--- config.mk ---
export PLATFORM = sky130hd
export DESIGN_NAME = pipe_ctl
export DESIGN_NICKNAME = d
export VERILOG_FILES = /design/src/rtl/pipe_ctl_pkg.sv /design/src/rtl/pipe_ctl_hazard_unit.sv /design/src/rtl/pipe_ctl.sv
export SDC_FILE = /design/constraint.sdc
export NUM_CORES = 1
export LEC_CHECK = 0
export BUFFER_PORTS_ARGS = -buffer_cell sky130_fd_sc_hd__buf_2
export CORE_MARGIN = 4
export CORE_UTILIZATION = 42
export DETAILED_ROUTE_END_ITERATION = 7
export PLACE_DENSITY = 0.75
export SYNTH_ARGS = -nofsm -noshare
export SYNTH_HDL_FRONTEND = slang
export SYNTH_HIERARCHICAL = 1
export SYNTH_SLANG_ARGS = --single-unit
--- constraint.sdc ---
create_clock -name clk -period 1.73 [get_ports clk]
set_input_delay 0.2595 -clock clk [delete_from_list [all_inputs] [get_ports clk]]
set_output_delay 0.2595 -clock clk [all_outputs]
set_load 0.01 [all_outputs]
--- src/rtl/pipe_ctl_pkg.sv ---
// Shared definitions for the 5-stage pipeline sequencer: stage indices, register
// address width, the x0 constant and the source/destination match helper.
package pipe_ctl_pkg;

    localparam int unsigned RegAddrBusW = 5;
    localparam int unsigned NumStages   = 5;

    localparam logic [RegAddrBusW-1:0] X0 = '0;

    // Stage index into the per-stage valid/over vectors.
    typedef enum logic [2:0] {
        StageIf  = 3'd0,
        StageId  = 3'd1,
        StageExe = 3'd2,
        StageMem = 3'd3,
        StageWb  = 3'd4
    } stage_e;

    // True when a live destination register is read by the ID instruction; x0 never matches.
    function automatic logic src_match(
        input logic [RegAddrBusW-1:0] rs1,
        input logic [RegAddrBusW-1:0] rs2,
        input logic                   use1,
        input logic                   use2,
        input logic [RegAddrBusW-1:0] dest
    );
        return (dest != X0) && ((use1 && (rs1 == dest)) || (use2 && (rs2 == dest)));
    endfunction

endpackage

--- src/rtl/pipe_ctl_hazard_unit.sv ---
// Read-after-write hazard detection for the ID stage. Purely combinational; the caller
// qualifies the result with the ID valid bit.
module hazard_unit
    import pipe_ctl_pkg::*;
#(
    parameter bit FWD_EN = 1'b1
) (
    input  logic [RegAddrBusW-1:0] id_rs1_i,
    input  logic [RegAddrBusW-1:0] id_rs2_i,
    input  logic                   id_rs1_use_i,
    input  logic                   id_rs2_use_i,
    input  logic [RegAddrBusW-1:0] exe_dest_i,
    input  logic [RegAddrBusW-1:0] mem_dest_i,
    input  logic [RegAddrBusW-1:0] wb_dest_i,
    input  logic                   exe_is_load_i,
    output logic                   hazard_o
);

    logic exe_match;
    logic mem_match;
    logic wb_match;

    // With forwarding only a load in EXE cannot be bypassed; without it any pending write stalls.
    always_comb begin
        exe_match = src_match(id_rs1_i, id_rs2_i, id_rs1_use_i, id_rs2_use_i, exe_dest_i);
        mem_match = src_match(id_rs1_i, id_rs2_i, id_rs1_use_i, id_rs2_use_i, mem_dest_i);
        wb_match  = src_match(id_rs1_i, id_rs2_i, id_rs1_use_i, id_rs2_use_i, wb_dest_i);
        if (FWD_EN) begin
            hazard_o = exe_match & exe_is_load_i;
        end else begin
            hazard_o = exe_match | mem_match | wb_match;
        end
    end

endmodule

--- src/rtl/pipe_ctl.sv ---
// Central pipeline sequencer: owns the stage valid bits, derives the allow-in chain from
// WB backwards, stalls ID on hazards, flushes IF on taken branches and counts retirements.
module pipe_ctl
    import pipe_ctl_pkg::*;
#(
    parameter bit          FWD_EN   = 1'b1,
    parameter int unsigned RETIRE_W = 32
) (
    input  logic                   clk,
    input  logic                   rst,
    input  logic                   if_over_i,
    input  logic                   id_ready_i,
    input  logic                   exe_over_i,
    input  logic                   mem_over_i,
    input  logic                   wb_over_i,
    input  logic [RegAddrBusW-1:0] id_rs1_i,
    input  logic [RegAddrBusW-1:0] id_rs2_i,
    input  logic                   id_rs1_use_i,
    input  logic                   id_rs2_use_i,
    input  logic [RegAddrBusW-1:0] exe_dest_i,
    input  logic [RegAddrBusW-1:0] mem_dest_i,
    input  logic [RegAddrBusW-1:0] wb_dest_i,
    input  logic                   exe_is_load_i,
    input  logic                   br_taken_i,
    output logic                   if_valid_o,
    output logic                   id_valid_o,
    output logic                   exe_valid_o,
    output logic                   mem_valid_o,
    output logic                   wb_valid_o,
    output logic                   id_over_o,
    output logic                   if_allowin_o,
    output logic                   id_allowin_o,
    output logic                   exe_allowin_o,
    output logic                   mem_allowin_o,
    output logic                   wb_allowin_o,
    output logic                   if_flush_o,
    output logic [RETIRE_W-1:0]    retire_cnt_o
);

    logic [NumStages-1:0] valid_q;
    logic [NumStages-1:0] valid_d;
    logic [NumStages-1:0] over;
    logic [RETIRE_W-1:0]  retire_cnt_q;
    logic [RETIRE_W-1:0]  retire_cnt_d;

    logic hazard_raw;
    logic hazard;
    logic id_over;
    logic flush;
    logic if_allowin;
    logic id_allowin;
    logic exe_allowin;
    logic mem_allowin;
    logic wb_allowin;

    hazard_unit #(
        .FWD_EN (FWD_EN)
    ) u_hazard (
        .id_rs1_i      (id_rs1_i),
        .id_rs2_i      (id_rs2_i),
        .id_rs1_use_i  (id_rs1_use_i),
        .id_rs2_use_i  (id_rs2_use_i),
        .exe_dest_i    (exe_dest_i),
        .mem_dest_i    (mem_dest_i),
        .wb_dest_i     (wb_dest_i),
        .exe_is_load_i (exe_is_load_i),
        .hazard_o      (hazard_raw)
    );

    // Per-stage completion terms; ID completion is decode-ready gated by the hazard check.
    always_comb begin
        hazard          = valid_q[StageId] & hazard_raw;
        id_over         = id_ready_i & ~hazard;
        over            = '0;
        over[StageIf]   = valid_q[StageIf]  & if_over_i;
        over[StageId]   = valid_q[StageId]  & id_over;
        over[StageExe]  = valid_q[StageExe] & exe_over_i;
        over[StageMem]  = valid_q[StageMem] & mem_over_i;
        over[StageWb]   = valid_q[StageWb]  & wb_over_i;
        // A flush only takes effect on an edge where ID actually moves on.
        flush           = br_taken_i & over[StageId];
    end

    // Allow-in chain: a stage accepts when empty or when it drains into an accepting successor.
    always_comb begin
        wb_allowin  = ~valid_q[StageWb]  | wb_over_i;
        mem_allowin = ~valid_q[StageMem] | (over[StageMem] & wb_allowin);
        exe_allowin = ~valid_q[StageExe] | (over[StageExe] & mem_allowin);
        id_allowin  = ~valid_q[StageId]  | (over[StageId]  & exe_allowin);
        if_allowin  = ~valid_q[StageIf]  | (over[StageIf]  & id_allowin);
    end

    // Next-state valid bits and retire count; stages that cannot accept hold their state.
    always_comb begin
        valid_d = valid_q;
        if (if_allowin) begin
            valid_d[StageIf] = 1'b1;
        end
        if (id_allowin) begin
            valid_d[StageId] = over[StageIf] & ~flush;
        end
        if (exe_allowin) begin
            valid_d[StageExe] = over[StageId];
        end
        if (mem_allowin) begin
            valid_d[StageMem] = over[StageExe];
        end
        if (wb_allowin) begin
            valid_d[StageWb] = over[StageMem];
        end
        retire_cnt_d = retire_cnt_q;
        if (over[StageWb]) begin
            retire_cnt_d = retire_cnt_q + RETIRE_W'(1);
        end
    end

    // State registers; reset kills every in-flight instruction in one cycle.
    always_ff @(posedge clk) begin
        if (rst) begin
            valid_q      <= '0;
            retire_cnt_q <= '0;
        end else begin
            valid_q      <= valid_d;
            retire_cnt_q <= retire_cnt_d;
        end
    end

    // Output mapping.
    always_comb begin
        if_valid_o    = valid_q[StageIf];
        id_valid_o    = valid_q[StageId];
        exe_valid_o   = valid_q[StageExe];
        mem_valid_o   = valid_q[StageMem];
        wb_valid_o    = valid_q[StageWb];
        id_over_o     = id_over;
        if_allowin_o  = if_allowin;
        id_allowin_o  = id_allowin;
        exe_allowin_o = exe_allowin;
        mem_allowin_o = mem_allowin;
        wb_allowin_o  = wb_allowin;
        if_flush_o    = flush;
        retire_cnt_o  = retire_cnt_q;
    end

endmodule

-- Word level (Yosys, flattened, before mapping)
Cells that the tools add are included.
Widths: inputs -> output; s select.
- divide/modulo/power cells: 0
- shift-type cells: 0
- bitwise operators: 26
- add/sub/neg operators: 1
- muxes and demuxes: 0
- $mul: 0
- equality and inequality tests: 2
- order comparisons: 0
- reductions and logical operators: 5
- operators with widths (kind ; number):
    $add 32x1->32 const B ; 1
    $and 1x1->1 ; 14
    $eq 5x5->1 ; 2
    $not 1->1 ; 7
    $or 1x1->1 ; 5
    $reduce_bool 5->1 ; 1
    $logic_and 1x1->1 ; 3
    $logic_or 1x1->1 ; 1
- memory bits (writable): 0
- memory bits (read-only): 0
- memories kept: 0
- word-level logic and storage cells: 40
- bits in registers: 37
- output and inout bits: 44
- latch bits: 0
- input bits: 36

-- Longest topological paths before layout
Gate-level depths: netlist of run 1.
- depth in word-level cells: 13
- gate-level depth with buffers: 8
- mapped depth without buffers: 8

-- Hierarchy
The synthesis of run 1 kept the hierarchy.
- by module, submodules not included (module ; seq. area each (sq um) ; instances ; cells an instance ; area an instance (sq um)):
    pipe_ctl ; 740.7 ; 1 ; 193 ; 1701.6
    hazard_unit ; 0.0 ; 1 ; 17 ; 133.9

-- Worst setup path before layout of run 1
No wires, ideal clock.
- kind: input-to-output
- start point: in exe_dest_i[1]
- end point: out if_allowin_o
- stages on the path: 6
- buffers on the path: 0
- data required time: 1470 ps
- data arrival time: 1795 ps
- path slack: -324 ps
- cell sequence: or4_1 o21ai_1 a21oi_1 a21boi_0 a21bo_2 a21bo_1
- cells in the longest elaborated chain, start to end: 13
- RTL lines (what ; RTL line ; RTL):
    from (decl) ; pipe_ctl.sv:20 ; input logic [RegAddrBusW-1:0] exe_dest_i,
    $eq 5x5->1 ; pipe_ctl_pkg.sv:27 ; return (dest != X0) && ((use1 && (rs1 == dest)) || (use2 && (rs2 == dest)));
    $logic_and 1x1->1 ; pipe_ctl_pkg.sv:27 ;
    $logic_or 1x1->1 ; pipe_ctl_pkg.sv:27 ;
    $logic_and 1x1->1 * ; pipe_ctl_pkg.sv:27 ;
    $and 1x1->1 * ; pipe_ctl_hazard_unit.sv:29 ; hazard_o = exe_match & exe_is_load_i;
    via hazard_raw ; pipe_ctl.sv:46 ; logic hazard_raw;
    $and 1x1->1 * ; pipe_ctl.sv:72 ; hazard = valid_q[StageId] & hazard_raw;
    $not 1->1 * ; pipe_ctl.sv:73 ; id_over = id_ready_i & ~hazard;
    $and 1x1->1 * ; pipe_ctl.sv:73 ;
    via id_over_o ; pipe_ctl.sv:30 ; output logic id_over_o,
    $and 1x1->1 * ; pipe_ctl.sv:76 ; over[StageId] = valid_q[StageId] & id_over;
    $and 1x1->1 * ; pipe_ctl.sv:89 ; id_allowin = ~valid_q[StageId] | (over[StageId] & exe_allowin);
    $or 1x1->1 * ; pipe_ctl.sv:89 ;
    via id_allowin_o ; pipe_ctl.sv:32 ; output logic id_allowin_o,
    $and 1x1->1 * ; pipe_ctl.sv:90 ; if_allowin = ~valid_q[StageIf] | (over[StageIf] & id_allowin);
    $or 1x1->1 * ; pipe_ctl.sv:90 ;
    to (decl) ; pipe_ctl.sv:31 ; output logic if_allowin_o,
Mark *: on every way through the listed nets, which the timed path passes. The rest lies on a longest branch.

-- Worst setup path in the final report of run 1
- start point: in id_rs2_i[0]
- end point: out if_allowin_o
- cells in the longest elaborated chain, start to end: 13
- RTL lines (what ; RTL line ; RTL):
    from (decl) ; pipe_ctl.sv:17 ; input logic [RegAddrBusW-1:0] id_rs2_i,
    $eq 5x5->1 ; pipe_ctl_pkg.sv:27 ;
    $logic_and 1x1->1 ; pipe_ctl_pkg.sv:27 ;
    $logic_or 1x1->1 ; pipe_ctl_pkg.sv:27 ;
    $logic_and 1x1->1 ; pipe_ctl_pkg.sv:27 ;
    $and 1x1->1 ; pipe_ctl_hazard_unit.sv:29 ;
    via hazard_raw ; pipe_ctl.sv:46 ;
    $and 1x1->1 ; pipe_ctl.sv:72 ;
    $not 1->1 ; pipe_ctl.sv:73 ;
    $and 1x1->1 ; pipe_ctl.sv:73 ;
    $and 1x1->1 ; pipe_ctl.sv:76 ;
    $and 1x1->1 ; pipe_ctl.sv:89 ;
    $or 1x1->1 ; pipe_ctl.sv:89 ;
    $and 1x1->1 ; pipe_ctl.sv:90 ;
    $or 1x1->1 ; pipe_ctl.sv:90 ;
The timed path passes the listed nets, and every way through them passes these cells.

==> results.json, run 1 <==
{
  "n_antenna_cell": 0,
  "synth_seq_cells": 37,
  "grt_antenna_before_repair": 0,
  "synth_top_area_share": 0.404,
  "cts_buffers": 5,
  "drive_gt1_frac": 0.512,
  "clock_skew_ns": 0.0110,
  "final_cell_area_um2": 3050,
  "ant_nets": 0,
  "grt_setup_unrepaired": "true",
  "drv_slew": 0,
  "yosysWarnings": 6,
  "placed_cell_area_um2": 2570,
  "whs_endpoint": "valid_q[3]",
  "rr_worst_depth": 6,
  "synth_cells": 210,
  "tritoncts": "built",
  "required_ns": 1.47,
  "clock_latency_ns": 0.29,
  "worst_pin_slew_ns": 0.327,
  "synth_fp_nets": 247,
  "crit_type": "primary input to primary output",
  "slew_headroom": 0.780,
  "core_area_um2": 4120,
  "grt_overflow_total": 0,
  "hold_class": "primary input to flip-flop",
  "dr.first_iter.drc_count": 67,
  "clkTransAtPathRegs_ns": 0.07,
  "multi_input_area_um2": 1240,
  "synth_top_cells_by_area": "dfxtp_1 40%, xnor2_1 9.1%, xor2_1 9.1%",
  "grtUsageTotal": 0.202,
  "end_kind": "primary output",
  "synthFlopType": "dfxtp_1",
  "place.gp.congestion": 0.830,
  "dp_hpwl_um": 3660,
  "start_util": 0.446,
  "slowest_stage": "nor4_1",
  "viasPerCell": 5.12,
  "path_buf_inv": 2,
  "syn_to_final_growth_pct": 66.3,
  "timing.fmax_ghz": 0.511,
  "cts-root-buf": "clkbuf_8",
  "max_stage_delay_ns": 0.28,
  "hp-start": "exe_over_i",
  "cts-htree-levels": 2,
  "ios": 80,
  "grt_max_degree": 21,
  "critPathTopFamily": "compound AO/OA/AOI/OAI gates",
  "whs_ns": 0.257,
  "synth_area_per_cell_um2": 8.74,
  "firstDrtPassIters": 4,
  "peakVddDrop_mv": 0.496,
  "post-route-period-util": 1.13,
  "r2r-end": "retire_cnt_o[30]",
  "synthDistinctLibCells": 31,
  "fp.dieW_um": 74.1,
  "clk_path_buf_depth": 2,
  "grt_pass1_wl_um": 8620,
  "nets": 366,
  "postSynth.asyncResetShare": 0,
  "syn-cell-area_um2": 1840,
  "setup_violations": 11,
  "die_h_um": 74.1,
  "total_power_mw": 1.82,
  "port_buffers": 69,
  "ctsHoldBuffers": 0,
  "synth_edf_count": 0,
  "drc": 0,
  "max_cap_viol_count": 0,
  "reg2reg_from": "retire_cnt_o[7]",
  "critPathArrivalTime_ns": 1.70,
  "fillers": 297,
  "drt-wirelength-per-cell_um": 14.9,
  "outcome": "finished, violations left",
  "fp-row-count": 23,
  "synth_area_leader_cell": "dfxtp_1",
  "routed_wl_um": 5670,
  "hold_viol": 0,
  "dieArea_um2": 5490,
  "first_global_vias": 1920,
  "violations": "setup timing",
  "r2r_slack_ns": -0.07,
  "holdPathStages": 3,
  "crit_chain": "buf_6 > xor2_1 > nor4_1 > nand3_1 > a21oi_2 > a21boi_2 > a21bo_2 > a21bo_1 > buf_2",
  "power.density_nw_per_um2": 595,
  "power_leakage_nw": 1.46,
  "path_max_fanout": 2,
  "start_kind": "primary input",
  "ff_latch_area_um2": 767,
  "finalCriticalPeriod_ns": 1.96,
  "ys_seq_area_frac": 0.404,
  "fin_ws_ns": -0.228,
  "vias": 1947,
  "cts_sinks": 37
}
cells in the mapped netlist (2+ instances only):
master and instances:
a21bo_1 2, nor4_1 5, nand2_1 14, nor4_2 8
xnor2_1 19, clkbuf_1 2, and3_1 2, nand4_1 7
nand4_2 2, nor2_1 34, or3_1 2, nand3_1 16
inv_1 7, buf_1 2, dfxtp_1 37, or4_1 3
a21bo_2 2, nor3_1 4, and4_1 4, o21ai_1 2
a21oi_1 8, xor2_1 19
cell families after synthesis:
kind of cell             Yosys count  synth area share
AO/OA/AOI/OAI                     16            0.0559
XOR/XNOR                          38             0.181
adder cells (fa/ha/maj)            1           0.00682
buffers and inverters             13            0.0286
flip-flops                        37             0.404
multiplexers                       1           0.00613
AND/OR/NAND/NOR                  104             0.318
worst max-delay path by stage:
stage	start	end	slack [ns]	cells after the start
after floorplan	exe_dest_i[1]	if_allowin_o	-0.06	6
after global placement	exe_dest_i[1]	if_allowin_o	-0.23	9
after detailed placement	exe_dest_i[0]	if_allowin_o	-0.30	9
after CTS	exe_dest_i[1]	if_flush_o	-0.19	8
after global routing	id_rs2_i[0]	if_allowin_o	-0.34	9
final	id_rs2_i[0]	if_allowin_o	-0.23	9
power breakdown:
group          leakage [nW]  switching (mW)  internal (mW)
Combinational          1.09          0.0656         0.0775
Sequential            0.306         0.00346          0.847
Clock                0.0663           0.309          0.515
Total                  1.46           0.378           1.44
state kept, by name, summed over array words and instances, names as in the netlist:
register      flops
retire_cnt_o     32
valid_q           5
worst min-delay path, cell delays in order:
cell	delay [ns]
buf_2	0.11
nand2_1	0.07
a21oi_1	0.06
metal layers:
metal / GRT usage / wire [um] / up-vias
li1: - / - / 965
met1: 0.237 / 2210 / 920
met2: 0.364 / 3060 / 52
met3: 0.0351 / 295 / 10
met4: 0.0785 / 105 / 0
met5: 0 / 0 / -
cell type report:
cell class                 count  share of cell area
clock buffer                   6              0.0307
sequential                    37               0.251
tap                           50              0.0205
timing repair buffer         117               0.270
clock inverter                 2              0.0115
multi-input combinational    160               0.406
inverter                       8             0.00984
cell usage in the layout, fill, tap and decap left out, types with 2 or more instances in the layout:
| cell type | instances |
|---|---|
| nand2_1 | 13 |
| buf_8 | 3 |
| xor2_1 | 17 |
| or4_4 | 3 |
| inv_1 | 7 |
| nand4_1 | 7 |
| buf_6 | 12 |
| dfxtp_1 | 26 |
| dfxtp_2 | 6 |
| nand4_4 | 2 |
| nand3_1 | 14 |
| a21oi_1 | 7 |
| a21bo_1 | 2 |
| a21bo_2 | 2 |
| and4_1 | 3 |
| clkbuf_8 | 5 |
| nor2_1 | 34 |
| buf_12 | 2 |
| xnor2_1 | 19 |
| buf_4 | 42 |
| nor4_1 | 4 |
| nand3_2 | 2 |
| nor3_4 | 3 |
| nor4_4 | 8 |
| buf_2 | 58 |
| xor2_2 | 2 |
| or3_1 | 2 |
| dfxtp_4 | 5 |
through the flow:
step	TNS (ns)	worst slack, ns	std cells	util
4_1_cts	-0.854	-0.188	376	0.704
3_5_place_dp	-1.45	-0.304	362	0.625
3_3_place_gp	-1.09	-0.235	362	0.625
5_1_grt	-1.91	-0.343	380	0.742
6_report	-0.989	-0.228	380	0.742
2_1_floorplan	-0.382	-0.0572	210	-
repair_timing:
item | in CTS | in global routing
setup buffers | 5 | 4
pin swaps | 26 | 12
resized for setup | 25 | 26
endpoints found under the setup margin | 17 | 16
gates cloned | 1 | 0
(Power assumes the default switching activity.)
==> run 2, diff against run 1 <==
--- a/config.mk
+++ b/config.mk
@@ -6,6 +6,7 @@
 export NUM_CORES = 1
 export LEC_CHECK = 0
 export BUFFER_PORTS_ARGS = -buffer_cell sky130_fd_sc_hd__buf_2
+export CAP_MARGIN = 20
 export CORE_MARGIN = 4
 export CORE_UTILIZATION = 42
 export DETAILED_ROUTE_END_ITERATION = 7
==> constraint.sdc (replaced) <==
create_clock -name clk -period 1.73 [get_ports clk]
set_input_delay 0.173 -clock clk [delete_from_list [all_inputs] [get_ports clk]]
set_output_delay 0.173 -clock clk [all_outputs]
set_load 0.01 [all_outputs]
==> run 2 against run 1 <==
Effect of this change:
- the run still ends with setup timing left
- maximum frequency grew 7.2%
- count of clock-buffer cells in the layout is the same
- via count shrank 1.6%
- clock power shrank 31%
- register-to-register slack lost 0.02 ns
==> results.json, run 2 (same netlist as run 1, synthesis figures left out) <==
{
  "clock_latency_ns": 0.28,
  "final_common_cell": "buf_2",
  "firstDrtPassIters": 4,
  "grt_setup_unrepaired": "true",
  "tritoncts": "built",
  "final_cells": 373,
  "clkPwrFrac": 0.366,
  "combPwrFrac": 0.087,
  "drv_slew": 0,
  "clock_skew_ns": 0.00437,
  "syn_to_final_growth_pct": 59.0,
  "fillers": 311,
  "finalCriticalPeriod_ns": 1.83,
  "critPathArrivalTime_ns": 1.65,
  "power_leakage_nw": 1.38,
  "required_ns": 1.56,
  "port_buffers": 69,
  "crit_type": "primary input to primary output",
  "switching_power_uw": 359,
  "largest_register_ffs": 32,
  "cts-htree-levels": 2,
  "grt_overflow_total": 0,
  "drt-wirelength-per-cell_um": 14.2,
  "place.gp.congestion": 0.830,
  "clk_path_buf_depth": 2,
  "core_area_um2": 4120,
  "internal-power_mw": 1.20,
  "outcome": "finished, violations left",
  "start_util": 0.446,
  "slew_headroom": 0.797,
  "setup_violations": 8,
  "grt_pass1_wl_um": 7980,
  "final_cell_area_um2": 2920,
  "ff_latch_area_um2": 767,
  "worst_pin_slew_ns": 0.302,
  "cts_buffers": 5,
  "clkTransAtPathRegs_ns": 0.07,
  "n_antenna_cell": 0,
  "first_global_vias": 1760,
  "grt_antenna_before_repair": 0,
  "viasPerCell": 5.13,
  "nets": 359,
  "path_max_fanout": 2,
  "fp-row-count": 23,
  "swShare": 0.231,
  "power.density_nw_per_um2": 533,
  "ant_nets": 0,
  "hold_viol": 0,
  "final_cell_mix": "63 x buf_2, 39 x buf_4, 34 x nor2_1",
  "max_cap_viol_count": 0,
  "cts_sinks": 37,
  "placed_cell_area_um2": 2520,
  "post-route-period-util": 1.06,
  "start_kind": "primary input",
  "routed_wl_um": 5300,
  "placedCellCount": 357,
  "dp_hpwl_um": 3560,
  "die_h_um": 74.1,
  "hold_class": "primary input to flip-flop",
  "violations": "setup timing",
  "met1_length_um": 2140,
  "drive_gt1_frac": 0.505,
  "route.met2.wl_um": 2790,
  "dieArea_um2": 5490,
  "end_kind": "primary output",
  "peakVddDrop_mv": 0.351,
  "grt_max_degree": 16,
  "r2r_slack_ns": -0.09,
  "grtUsageTotal": 0.186,
  "vias": 1915,
  "fin_ws_ns": -0.0956,
  "pwr-share-seq": 0.547,
  "drc": 0,
  "timing.fmax_ghz": 0.548,
  "fp.dieW_um": 74.1,
  "dr.first_iter.drc_count": 56,
  "wl_met3_um": 329,
  "ios": 80,
  "top_layer_used": "met4",
  "multi_input_area_um2": 1250,
  "cts-root-buf": "clkbuf_8"
}
==> run 2: changes by cell type in the layout (fill, tap and decap cells not counted), moves of 2 or more <==
cell   previous run  this run
buf_4            42        39
buf_2            58        63
buf_8             3         1
buf_6            12         5
==> run 2: final timing paths <==
path              depth (start not counted)                to             from
setup / recovery                          9      if_allowin_o      id_rs1_i[1]
hold / removal                            3        valid_q[3]       exe_over_i
setup reg to reg                          6  retire_cnt_o[19]  retire_cnt_o[7]
hold reg to reg                           2        valid_q[3]       valid_q[2]
==> run 2: critical path: stages <==
cell and delay [ns]:
buf_2 0.11, xor2_2 0.17, nor4_2 0.28, nand3_1 0.14, a21oi_2 0.17, a21boi_2 0.07, a21bo_2 0.23, a21bo_1 0.17
buf_2 0.13
==> run 2: cell type report <==
cell class                 count  area share
multi-input combinational    160       0.429
sequential                    37       0.263
timing repair buffer         110       0.248
inverter                       8      0.0103
clock inverter                 2     0.00343
clock buffer                   6      0.0249
tap                           50      0.0214
==> run 2: power by group through the flow <==
stage	logic [mW]	clock network, mW	registers, mW
after detailed placement	0.104	0	0.872
final	0.135	0.570	0.850
after CTS	0.113	0.599	0.850
after global placement	0.102	0	0.871
after floorplan	0.0453	0	0.873
after global routing	0.146	0.627	0.851
==> run 2: per-stage QoR <==
step / setup TNS (ns) / hold slack [ns] / util / total power, mW / worst slack [ns]
3_3_place_gp: -0.516 / 0.437 / 0.613 / 0.973 / -0.0779
2_1_floorplan: -0.346 / 0.314 / - / 0.919 / -0.0506
4_1_cts: -0.665 / 0.138 / 0.666 / 1.56 / -0.0808
6_report: -0.402 / 0.145 / 0.709 / 1.56 / -0.0956
3_5_place_dp: -0.904 / 0.444 / 0.613 / 0.976 / -0.114
5_1_grt: -1.20 / 0.153 / 0.709 / 1.62 / -0.154
==> run 2: per-layer routing <==
| metal | track usage | vias to the layer above |
|---|---|---|
| met3 | 0.0514 | 5 |
| met5 | 0 | - |
| li1 | - | 955 |
| met1 | 0.224 | 905 |
| met4 | 0.0624 | 0 |
| met2 | 0.319 | 50 |
==> run 2: timing repair <==
item / in CTS / in global routing
endpoints found under the setup margin: 15 / 17
gates resized for setup: 19 / 24
cloned: 0 / 1
pin swaps: 10 / 29
buffers inserted: 4 / 3
hold buffers: 0 / 0
